`src/rtl/aether_cmd_frontend.sv`:
```
// aether_cmd_frontend
// Host command front-end for the aether engine instruction port.
//   - Host side : cmd_valid_i / cmd_i {opcode, param_1, param_2}, cmd_ready_o (FIFO not full)
//   - Engine    : instr_o / param_1_o / param_2_o with issue_valid_o / issue_ready_i
//   - Status    : engine_busy_i (FENCE barrier), engine_done_i (done event)
//   - IRQ       : irq_mask_i {overflow, fence, done}, irq_clear_i, registered interrupt_o
//   - Debug     : fifo_count_o, sticky overflow_o
// NOP opcodes are swallowed at the input. FENCE opcodes are consumed locally
// and hold the queue until the engine reports idle.
module aether_cmd_frontend #(
    parameter int InstrWidth  = 4,
    parameter int Param1Width = 4,
    parameter int Param2Width = 16,
    parameter int FifoDepth   = 8,
    parameter int NopOpcode   = 0,
    parameter int FenceOpcode = 15,
    localparam int CmdW = InstrWidth + Param1Width + Param2Width,
    localparam int CntW = $clog2(FifoDepth + 1)
) (
    input  logic                   clk_i,
    input  logic                   rst_i,
    input  logic                   cmd_valid_i,
    input  logic [CmdW-1:0]        cmd_i,
    output logic                   cmd_ready_o,
    output logic [InstrWidth-1:0]  instr_o,
    output logic [Param1Width-1:0] param_1_o,
    output logic [Param2Width-1:0] param_2_o,
    output logic                   issue_valid_o,
    input  logic                   issue_ready_i,
    input  logic                   engine_busy_i,
    input  logic                   engine_done_i,
    input  logic [2:0]             irq_mask_i,
    input  logic                   irq_clear_i,
    output logic                   interrupt_o,
    output logic [CntW-1:0]        fifo_count_o,
    output logic                   overflow_o
);

    localparam int PtrW = (FifoDepth > 1) ? $clog2(FifoDepth) : 1;
    localparam logic [InstrWidth-1:0] NOP_OP   = InstrWidth'(NopOpcode);
    localparam logic [InstrWidth-1:0] FENCE_OP = InstrWidth'(FenceOpcode);
    localparam logic [CntW-1:0]       FULL_CNT = CntW'(FifoDepth);

    typedef enum logic [1:0] {IDLE, ISSUE, FENCE_WAIT} state_e;

    state_e          state_q, state_d;
    logic [CmdW-1:0] mem_q [FifoDepth];
    logic [PtrW-1:0] wr_ptr_q, wr_ptr_d, rd_ptr_q, rd_ptr_d;
    logic [CntW-1:0] count_q, count_d;
    logic [CmdW-1:0] issue_cmd_q, issue_cmd_d;
    logic            issue_valid_q, issue_valid_d;
    logic [2:0]      pending_q, pending_d;
    logic            overflow_q, overflow_d;
    logic            irq_q, irq_d;

    logic            full, empty, push, pop, drop, fence_retire, head_fence;
    logic [CmdW-1:0] head;

    assign full  = (count_q == FULL_CNT);
    assign empty = (count_q == '0);
    assign head  = mem_q[rd_ptr_q];
    assign head_fence = (head[CmdW-1 -: InstrWidth] == FENCE_OP);

    // Ready is a function of full only; a same-cycle pop never admits a write.
    assign push = cmd_valid_i & ~full & (cmd_i[CmdW-1 -: InstrWidth] != NOP_OP);
    assign drop = cmd_valid_i & full;

    // Issue sequencer. A handshake in ISSUE may reload from the head on the
    // same edge, giving one command per cycle while the engine keeps ready high.
    always_comb begin
        state_d       = state_q;
        issue_valid_d = issue_valid_q;
        issue_cmd_d   = issue_cmd_q;
        pop           = 1'b0;
        fence_retire  = 1'b0;
        case (state_q)
            IDLE: begin
                if (!empty) begin
                    pop = 1'b1;
                    if (head_fence) begin
                        state_d = FENCE_WAIT;
                    end else begin
                        issue_valid_d = 1'b1;
                        issue_cmd_d   = head;
                        state_d       = ISSUE;
                    end
                end
            end
            ISSUE: begin
                if (issue_ready_i) begin
                    if (!empty) begin
                        pop = 1'b1;
                        if (head_fence) begin
                            issue_valid_d = 1'b0;
                            state_d       = FENCE_WAIT;
                        end else begin
                            issue_cmd_d = head;
                        end
                    end else begin
                        issue_valid_d = 1'b0;
                        state_d       = IDLE;
                    end
                end
            end
            FENCE_WAIT: begin
                if (!engine_busy_i) begin
                    fence_retire = 1'b1;
                    state_d      = IDLE;
                end
            end
            default: state_d = IDLE;
        endcase
    end

    always_comb begin
        wr_ptr_d = push ? wr_ptr_q + 1'b1 : wr_ptr_q;
        rd_ptr_d = pop  ? rd_ptr_q + 1'b1 : rd_ptr_q;
        case ({push, pop})
            2'b10:   count_d = count_q + 1'b1;
            2'b01:   count_d = count_q - 1'b1;
            default: count_d = count_q;
        endcase
        // Clear first, then OR in sets so a coincident set survives the clear.
        pending_d  = (irq_clear_i ? 3'b000 : pending_q) | {drop, fence_retire, engine_done_i};
        overflow_d = (irq_clear_i ? 1'b0 : overflow_q) | drop;
        irq_d      = |(pending_q & irq_mask_i);
    end

    always_ff @(posedge clk_i) begin
        if (rst_i) begin
            state_q       <= IDLE;
            wr_ptr_q      <= '0;
            rd_ptr_q      <= '0;
            count_q       <= '0;
            issue_cmd_q   <= '0;
            issue_valid_q <= 1'b0;
            pending_q     <= '0;
            overflow_q    <= 1'b0;
            irq_q         <= 1'b0;
        end else begin
            state_q       <= state_d;
            wr_ptr_q      <= wr_ptr_d;
            rd_ptr_q      <= rd_ptr_d;
            count_q       <= count_d;
            issue_cmd_q   <= issue_cmd_d;
            issue_valid_q <= issue_valid_d;
            pending_q     <= pending_d;
            overflow_q    <= overflow_d;
            irq_q         <= irq_d;
        end
    end

    // Storage needs no reset; occupancy is tracked by the pointers and count.
    always_ff @(posedge clk_i) begin
        if (push) mem_q[wr_ptr_q] <= cmd_i;
    end

    assign cmd_ready_o   = ~full;
    assign instr_o       = issue_cmd_q[CmdW-1 -: InstrWidth];
    assign param_1_o     = issue_cmd_q[Param2Width +: Param1Width];
    assign param_2_o     = issue_cmd_q[Param2Width-1:0];
    assign issue_valid_o = issue_valid_q;
    assign interrupt_o   = irq_q;
    assign fifo_count_o  = count_q;
    assign overflow_o    = overflow_q;

endmodule

```
`config.mk`:
```
export PLATFORM = sky130hd
export DESIGN_NAME = aether_cmd_frontend
export DESIGN_NICKNAME = d
export VERILOG_FILES = /design/src/rtl/aether_cmd_frontend.sv
export SDC_FILE = /design/constraint.sdc
export NUM_CORES = 1
export LEC_CHECK = 0
export CAP_MARGIN = 20
export CORE_UTILIZATION = 30
export CTS_CLUSTER_SIZE = 16
export DETAILED_ROUTE_END_ITERATION = 7
export PLACE_DENSITY = 0.48
export SYNTH_ARGS = -nofsm -noshare
export SYNTH_HDL_FRONTEND = slang
export SYNTH_SLANG_ARGS = --single-unit
```
`constraint.sdc`:
```
create_clock -name clk_i -period 9.5 [get_ports clk_i]
set_clock_uncertainty 0.2 [all_clocks]
set_input_delay 2.375 -clock clk_i [delete_from_list [all_inputs] [get_ports clk_i]]
set_output_delay 2.375 -clock clk_i [all_outputs]
set_load 0.05 [all_outputs]
```
==> flow_summary.json, run 1 <==
{
  "max_freq_mhz": 195,
  "synth_area_mm2": 0.00904,
  "clk_pin_slew_ns": 0.06,
  "clockPowerShare_pct": 31.4,
  "p_leak_uw": 0.00345,
  "rows": 63,
  "synth_common_cells": "192 x edfxtp_1, 46 x mux4_2, 45 x dfxtp_1",
  "cts_tree": "yes",
  "routedWlPerCell_um": 19.8,
  "syn_inst": 475,
  "ys_seq_area_share_pct": 73.8,
  "synth-seq-cells": 237,
  "dp_slack_ns": 3.84,
  "worst_slack_ns": 4.36,
  "track_usage_pct": 12.7,
  "endpoint_kind": "flop",
  "postSynthAreaPerCell_um2": 19.0,
  "clockRootBuffer": "clkbuf_16",
  "coreArea_mm2": 0.0296,
  "ant_nets": 0,
  "die_w_um": 176,
  "crit_fanout": 30,
  "routed_wl_um": 19000,
  "startpoint": "issue_ready_i",
  "vias": 4561,
  "firstDrtPassIters": 4,
  "netlist.top_cell.by_area": "edfxtp_1",
  "worstSkewPairLatency_ns": 0.53,
  "gp_congestion": 0.709,
  "hold_viol": 0,
  "seqPwrFrac_pct": 39.0,
  "grt_pass1_wl_um": 29200,
  "p_sw_uw": 1080,
  "synth_fp_nets": 514,
  "tns_ns": 0,
  "numClockSinks": 237,
  "yosysMostFrequentCell": "edfxtp_1",
  "cts_resized": 0,
  "worstPathRequired_ns": 9.75,
  "yosys_most_used_dff": "edfxtp_1",
  "antenna_found_initial": 0,
  "nets": 589,
  "dieArea_mm2": 0.0308,
  "route.detailed.drc": 0,
  "yosys_warnings": 0,
  "htreeDepth": 1,
  "fillers": 2786,
  "intPower_uw": 2300,
  "async_reset_ff_share_pct": 0,
  "status": "completed",
  "antenna-diode-count": 0,
  "drt-vias-per-instance": 4.75,
  "final-seq-area_mm2": 0.00667,
  "min_period_ns": 5.14,
  "startpoint_type": "input port",
  "cts_made_buffers": 27,
  "synthTopCellsByArea": "edfxtp_1 64%, mux4_2 11%, dfxtp_1 10%, mux2i_1 2.8%, a211oi_1 2.0%",
  "setup_viol_count_final": 0,
  "yosysUniqueCellTypes": 37,
  "power.total_uw": 3370,
  "drt_iter0_drc": 301,
  "postLayoutCoreUtil_pct": 37.5,
  "grt_max_degree": 49,
  "relSlewSlack_pct": 34.5,
  "worst_pin_slew_ns": 0.981,
  "drv_slew": 0,
  "hold_path_class": "flop to flop",
  "min_from": "pending_q[2]",
  "vdd_drop_max_uv": 213,
  "r2r_start": "fifo_count_o[1]",
  "synth_top_area_share_pct": 63.8,
  "swShare_pct": 31.9,
  "rsz0062_at_grt": "false",
  "ctsLongestPathBuffers": 3,
  "multi_input_comb_area_mm2": 0.00227,
  "synth_edf_count": 192,
  "cts_hold_buffers": 0,
  "initial_core_util_pct": 30.5,
  "cts_setup_buffers": 0,
  "grt_pass1_vias": 4903,
  "period_share_pct": 54.1,
  "cap_viol_max_count": 0,
  "die_h_um": 176,
  "final_layout_size_suffix_gt1_share_pct": 22.8,
  "pin_count": 66,
  "grt_overflow": 0,
  "port_buffers": 65,
  "area_delta_synth_final_pct": 22.8,
  "post-dp-hpwl_um": 10900,
  "critical_path_class": "input port to flop",
  "power_density_mw_per_mm2": 304,
  "crit_arrival_ns": 5.39,
  "combPwrFrac_pct": 29.7
}
power by group through the flow:
| stage | Combinational (uW) | Clock [uW] | Sequential, uW |
|---|---|---|---|
| final | 1000 | 1060 | 1310 |
| after floorplan | 596 | 0 | 1460 |
| after CTS | 978 | 1080 | 1350 |
| after global placement | 957 | 0 | 1370 |
| after global routing | 1080 | 1120 | 1330 |
| after detailed placement | 974 | 0 | 1370 |
per-layer routing:
layer  wire, um  track usage (%)  share of wire (%)  vias up
met2       9420             22.0                 50      107
met5          0                0                  0        -
met1       8410             16.4                 44     2343
met3        825             2.12                4.3       27
li1           -                -                  -     2084
met4        347             3.08                1.8        0
worst max-delay path, cell delays in order:
cell and delay (ns):
clkdlybuf4s50_1 0.49, nor2b_1 0.07, or3_1 0.37, inv_2 0.59, ha_1 0.40, xor2_1 0.21
ha_1 0.18, a21oi_1 0.05, xor2_1 0.18, or3_1 0.31, a21oi_1 0.15
cells in the final DEF, fill, tap and decap left out, drive strengths merged, types with 6 or more instances in the layout:
cell type	Yosys	routed
a211oi	24	24
a21oi	36	36
buf	14	9
clkbuf	13	39
clkdlybuf4s50	0	64
clkinv	0	7
dfxtp	45	45
edfxtp	192	192
inv	5	6
mux2i	25	25
mux4	48	48
nand2	12	12
nor2	20	20
metrics by stage:
stage | hold slack (ns) | area (um2) | std cells
3_5_place_dp | 0.261 | 10100 | 910
2_1_floorplan | 0.243 | 9040 | 475
6_report | 0.268 | 11100 | 961
3_3_place_gp | 0.258 | 10100 | 910
4_1_cts | 0.269 | 11100 | 960
5_1_grt | 0.319 | 11100 | 961
path summary, 6_finish.rpt:
path                                        end  slack (ns)  depth (start not counted)
worst max register to register  fifo_count_o[2]        6.00                         10
worst min-delay path               pending_q[2]        0.27                          2
worst max-delay path            fifo_count_o[2]        4.36                         11
worst min register to register     pending_q[2]        0.27                          2
area by class of cell:
cell class	instances	share of cell area, %
Inverter	5	0.169
Timing Repair Buffer	73	6.54
Multi-Input combinational cell	206	20.4
Tap cell	390	4.40
Sequential cell	237	60.1
Clock inverter	11	1.33
Clock buffer	39	7.03
state kept, by name, indices dropped and copies added (netlist names), named ones only:
signal and count:
fifo_count_o 4, interrupt_o 1, issue_cmd_q 24, issue_valid_o 1
mem_q 192, overflow_o 1, pending_q 3, rd_ptr_q 3
state_q 2, wr_ptr_q 3
logic make-up (layout without fill, tap and decap cells):
group           after synthesis  in the layout  synth area share [%]
xor+xnor                      7              7                 0.678
flops                       237            237                  73.8
simple gates                 52             52                  2.77
buf+inv                      32            128                  1.77
fa+ha+maj                     5              5                 0.692
mux                          73             73                  14.8
compound gates               69             69                  5.51
(Power assumes the default switching activity.)
==> run 2, diff against run 1 <==
==> constraint.sdc (replaced) <==
create_clock -name clk_i -period 5.34 [get_ports clk_i]
set_clock_uncertainty 0.2 [all_clocks]
set_input_delay 1.335 -clock clk_i [delete_from_list [all_inputs] [get_ports clk_i]]
set_output_delay 1.335 -clock clk_i [all_outputs]
set_load 0.05 [all_outputs]
==> run 2 against run 1 <==
  * Global-route usage increased by 0.40 points
  * Die area did not move
  * Combinational power up 77%
  * Sequential power is 81% higher
  * Utilization grew 0.084 points
  * Critical path type unchanged
  * Critical endpoint is now fifo_count_o[3]
  * Largest cell class unchanged
==> flow_summary.json, run 2 (same netlist as run 1, synthesis figures left out) <==
{
  "firstDrtPassIters": 4,
  "crit_fanout": 9,
  "final_common_cell": "edfxtp_1",
  "gr-usage-met2_pct": 22.6,
  "worstHoldPathCells": 1,
  "rsz0062_at_grt": "false",
  "vdd_drop_max_uv": 245,
  "power.total_uw": 5990,
  "port_buffers": 65,
  "drt-vias-per-instance": 4.78,
  "cts_resized": 0,
  "crit_arrival_ns": 4.03,
  "initial_core_util_pct": 30.5,
  "cts_setup_buffers": 0,
  "clk_pin_slew_ns": 0.06,
  "hold_viol": 0,
  "period_share_pct": 70.8,
  "hold_ws_ns": 0.273,
  "grt_max_degree": 44,
  "status": "completed",
  "p_leak_uw": 0.00348,
  "worst_pin_slew_ns": 0.969,
  "cap_viol_max_count": 0,
  "dp_slack_ns": 0.993,
  "min_period_ns": 3.78,
  "relSlewSlack_pct": 35.4,
  "ctsLongestPathBuffers": 3,
  "route.detailed.drc": 0,
  "busiest_layer": "met2",
  "vias": 4638,
  "design_area_mm2": 0.0111,
  "use_met1_pct": 16.7,
  "ant_nets": 0,
  "tns_ns": 0,
  "worst_slack_ns": 1.56,
  "max_freq_mhz": 264,
  "placed_area_mm2": 0.0102,
  "grt_pass1_wl_um": 30000,
  "post-dp-hpwl_um": 11900,
  "htreeDepth": 1,
  "largest_register": "mem_q",
  "die_w_um": 176,
  "power_density_mw_per_mm2": 539,
  "fillers": 2766,
  "hold_path_class": "flop to flop",
  "setup_viol_count_final": 0,
  "die_h_um": 176,
  "numClockSinks": 237,
  "endpoint_kind": "flop",
  "clockRootBuffer": "clkbuf_16",
  "pin_count": 66,
  "largest_reg_flops": 192,
  "use_met3_pct": 2.49,
  "cts_hold_buffers": 0,
  "critical_path_class": "input port to flop",
  "antenna_found_initial": 0,
  "area_delta_synth_final_pct": 23.1,
  "cts_made_buffers": 27,
  "track_usage_pct": 13.1,
  "routed_wl_um": 19400,
  "worstPathRequired_ns": 5.59,
  "worstSkewPairLatency_ns": 0.53,
  "drv_slew": 0,
  "drt_iter0_drc": 301,
  "coreArea_mm2": 0.0296,
  "rows": 63,
  "routedWlPerCell_um": 20.0,
  "reg2reg_depth": 6,
  "cts_tree": "yes",
  "grt_pass1_vias": 5034,
  "startpoint_type": "input port",
  "dieArea_mm2": 0.0308,
  "gp_congestion": 0.730,
  "grt_overflow": 0,
  "antenna-diode-count": 0,
  "mostFrequentLayoutCells": "192 x edfxtp_1, 64 x clkdlybuf4s50_1, 46 x mux4_2",
  "nets": 599,
  "final_layout_size_suffix_gt1_share_pct": 24.3
}
## run 2: worst paths after layout
check | start | to | slack (ns)
worst max-delay path | cmd_i[21] | fifo_count_o[3] | 1.56
worst min-delay path | issue_cmd_q[23] | issue_cmd_q[23] | 0.27
worst max register to register | flop | issue_cmd_q[13] | 2.06
worst min register to register | issue_cmd_q[23] | issue_cmd_q[23] | 0.27
## run 2: stage by stage
step,cells,util (%)
global placement,921,34.4
global route,971,37.5
floorplan,475,-
CTS,971,37.5
detailed placement,921,34.4
finish,971,37.5
## run 2: layout make-up
class	instances	area, um2	share of cell area, %
Clock buffer	36	759	6.83
Sequential cell	237	6670	60.0
Inverter	5	18.8	0.169
Tap cell	390	488	4.39
Clock inverter	14	156	1.41
Multi-Input combinational cell	206	2240	20.1
Timing Repair Buffer	83	793	7.13
## run 2: critical path, stage by stage
cell and delay [ns]:
clkdlybuf4s50_1 0.55, o41ai_1 0.50, nor2_1 0.18, inv_2 0.12, ha_1 0.26, nor4bb_1 0.31, a21oi_1 0.07, o22a_1 0.22
or3_1 0.32, a21oi_1 0.16
## run 2: report_power, final
group,internal [uW],switching (uW)
Combinational,726,1050
Clock,1140,706
Sequential,2200,169
Total,4070,1920
## run 2: metal layers
| layer | part of all wire [%] | up-vias |
|---|---|---|
| li1 | - | 2092 |
| met1 | 45 | 2415 |
| met2 | 49 | 102 |
| met3 | 4.5 | 29 |
| met4 | 1.9 | 0 |
| met5 | 0 | - |
==> run 3, diff against run 2 <==
--- a/config.mk
+++ b/config.mk
@@ -9,7 +9,7 @@
 export CORE_UTILIZATION = 30
 export CTS_CLUSTER_SIZE = 16
 export DETAILED_ROUTE_END_ITERATION = 7
-export PLACE_DENSITY = 0.48
+export PLACE_DENSITY = 0.5
 export SYNTH_ARGS = -nofsm -noshare
 export SYNTH_HDL_FRONTEND = slang
 export SYNTH_SLANG_ARGS = --single-unit
==> constraint.sdc (replaced) <==
create_clock -name clk_i -period 3.2 [get_ports clk_i]
set_clock_uncertainty 0.2 [all_clocks]
set_input_delay 0.8 -clock clk_i [delete_from_list [all_inputs] [get_ports clk_i]]
set_output_delay 0.8 -clock clk_i [all_outputs]
set_load 0.05 [all_outputs]
==> run 3 against run 2 <==
  * Worst setup slack lost 1.4 ns
  * First-iteration DRC count decreased by 8.6%
  * Register-to-register slack got worse by 1.6 ns
  * Power increased by 68%
  * Critical path depth down 7
  * Combinational power up 82%
  * Largest power group unchanged
  * Highest routed layer unchanged
==> flow_summary.json, run 3 (same netlist as run 1, synthesis figures left out) <==
{
  "die_w_um": 176,
  "ant_nets": 0,
  "ctsLongestPathBuffers": 3,
  "final_common_cell": "edfxtp_1",
  "pin_count": 66,
  "port_buffers": 65,
  "dieArea_mm2": 0.0308,
  "htreeDepth": 1,
  "cts_resized": 0,
  "use_met1_pct": 17.5,
  "rows": 63,
  "max_freq_mhz": 329,
  "cts_made_buffers": 27,
  "die_h_um": 176,
  "relSlewSlack_pct": 58.7,
  "track_usage_pct": 13.1,
  "initial_core_util_pct": 30.5,
  "hold_path_class": "flop to flop",
  "startpoint_type": "flop",
  "routed_wl_um": 19600,
  "cts_setup_buffers": 0,
  "period_share_pct": 94.9,
  "cts_tree": "yes",
  "reg2reg_depth": 9,
  "min_from": "issue_cmd_q[23]",
  "vias": 4719,
  "worstSkewPairLatency_ns": 0.52,
  "worst_pin_slew_ns": 0.619,
  "use_met3_pct": 2.16,
  "gp_congestion": 0.688,
  "area_delta_synth_final_pct": 26.0,
  "gr-usage-met2_pct": 22.0,
  "p_leak_uw": 0.00360,
  "placed_area_mm2": 0.0105,
  "dp_slack_ns": -0.433,
  "critical_path_class": "flop to primary output",
  "min_period_ns": 3.04,
  "worstPathRequired_ns": 2.20,
  "grt_overflow": 0,
  "rsz0062_at_grt": "false",
  "post-dp-hpwl_um": 12100,
  "mostFrequentLayoutCells": "192 x edfxtp_1, 64 x clkdlybuf4s50_1, 46 x mux4_2",
  "drv_slew": 0,
  "antenna_found_initial": 0,
  "rrSetupSlack_ns": 0.44,
  "coreArea_mm2": 0.0296,
  "numClockSinks": 237,
  "grt_max_degree": 29,
  "endpoint_kind": "primary output",
  "largest_reg_flops": 192,
  "startpoint": "fifo_count_o[1]",
  "cap_viol_max_count": 0,
  "worst_slack_ns": 0.164,
  "reg2reg_to": "fifo_count_o[3]",
  "nets": 621,
  "grt_pass1_wl_um": 30200,
  "clk_pin_slew_ns": 0.06,
  "hold_viol": 0,
  "r2r_start": "fifo_count_o[1]",
  "firstDrtPassIters": 6,
  "busiest_layer": "met2",
  "holdPathEnd": "issue_cmd_q[23]",
  "setup_viol_count_final": 0,
  "routedWlPerCell_um": 19.8,
  "clockRootBuffer": "clkbuf_16",
  "drt_iter0_drc": 275,
  "status": "completed",
  "vdd_drop_max_uv": 489,
  "largest_register": "mem_q",
  "power_density_mw_per_mm2": 883,
  "grt_pass1_vias": 5035,
  "worstHoldPathCells": 1,
  "final_layout_size_suffix_gt1_share_pct": 26.7,
  "fillers": 2740,
  "cts_hold_buffers": 0,
  "drt-vias-per-instance": 4.75,
  "crit_fanout": 10,
  "route.detailed.drc": 0,
  "crit_arrival_ns": 2.04,
  "design_area_mm2": 0.0114,
  "antenna-diode-count": 0
}
-- run 3: changes by cell type in the layout (fill, tap and decap cells not counted), moves of 2 or more --
cell	previous run	this run
clkinvlp_4	4	0
clkbuf_8	5	3
nor3_2	2	0
clkinv_2	4	6
clkbuf_1	4	7
buf_12	1	11
nor3_4	0	2
buf_4	17	29
-- run 3: worst max-delay path, stage by stage, from the launching register on --
cell	delay, ns
dfxtp_1	0.56
nor4b_2	0.10
inv_1	0.06
clkdlybuf4s50_1	0.79
-- run 3: where the power goes --
part | switching (uW) | internal (uW) | total (uW) | leakage (uW)
combinational | 1870 | 1360 | 3230 | 0.00106
sequential | 222 | 3670 | 3890 | 0.00211
clock | 1150 | 1780 | 2930 | 0.000428
-- run 3: stage by stage --
step | utilization, % | cells | TNS [ns] | total power, uW | hold slack, ns
floorplan | - | 475 | 0 | 6100 | 0.243
global placement | 35.5 | 943 | -0.666 | 7140 | 0.254
detailed placement | 35.5 | 943 | -0.926 | 7220 | 0.254
CTS | 38.4 | 993 | 0 | 10200 | 0.269
global route | 38.4 | 993 | 0 | 10500 | 0.306
finish | 38.4 | 993 | 0 | 10000 | 0.265
-- run 3: final cells by class --
cell class | count | area, um2 | area share [%]
Sequential cell | 237 | 6670 | 58.6
Multi-Input combinational cell | 206 | 2260 | 19.9
Timing Repair Buffer | 105 | 1080 | 9.52
Clock buffer | 37 | 743 | 6.53
Tap cell | 390 | 488 | 4.29
Clock inverter | 13 | 119 | 1.04
Inverter | 5 | 18.8 | 0.165
-- run 3: layer usage --
metal,routed length (um),vias up
met5,0,-
met4,304,0
met3,757,25
met2,9680,87
met1,8890,2460
li1,-,2147
-- run 3: worst max path at each step --
stage	cells past startpoint	slack (ns)	end
after floorplan	11	0.002	fifo_count_o[3]
after global placement	10	-0.36	fifo_count_o[3]
after detailed placement	10	-0.43	fifo_count_o[3]
after CTS	3	0.03	cmd_ready_o
after global routing	3	0.05	cmd_ready_o
final	3	0.16	cmd_ready_o
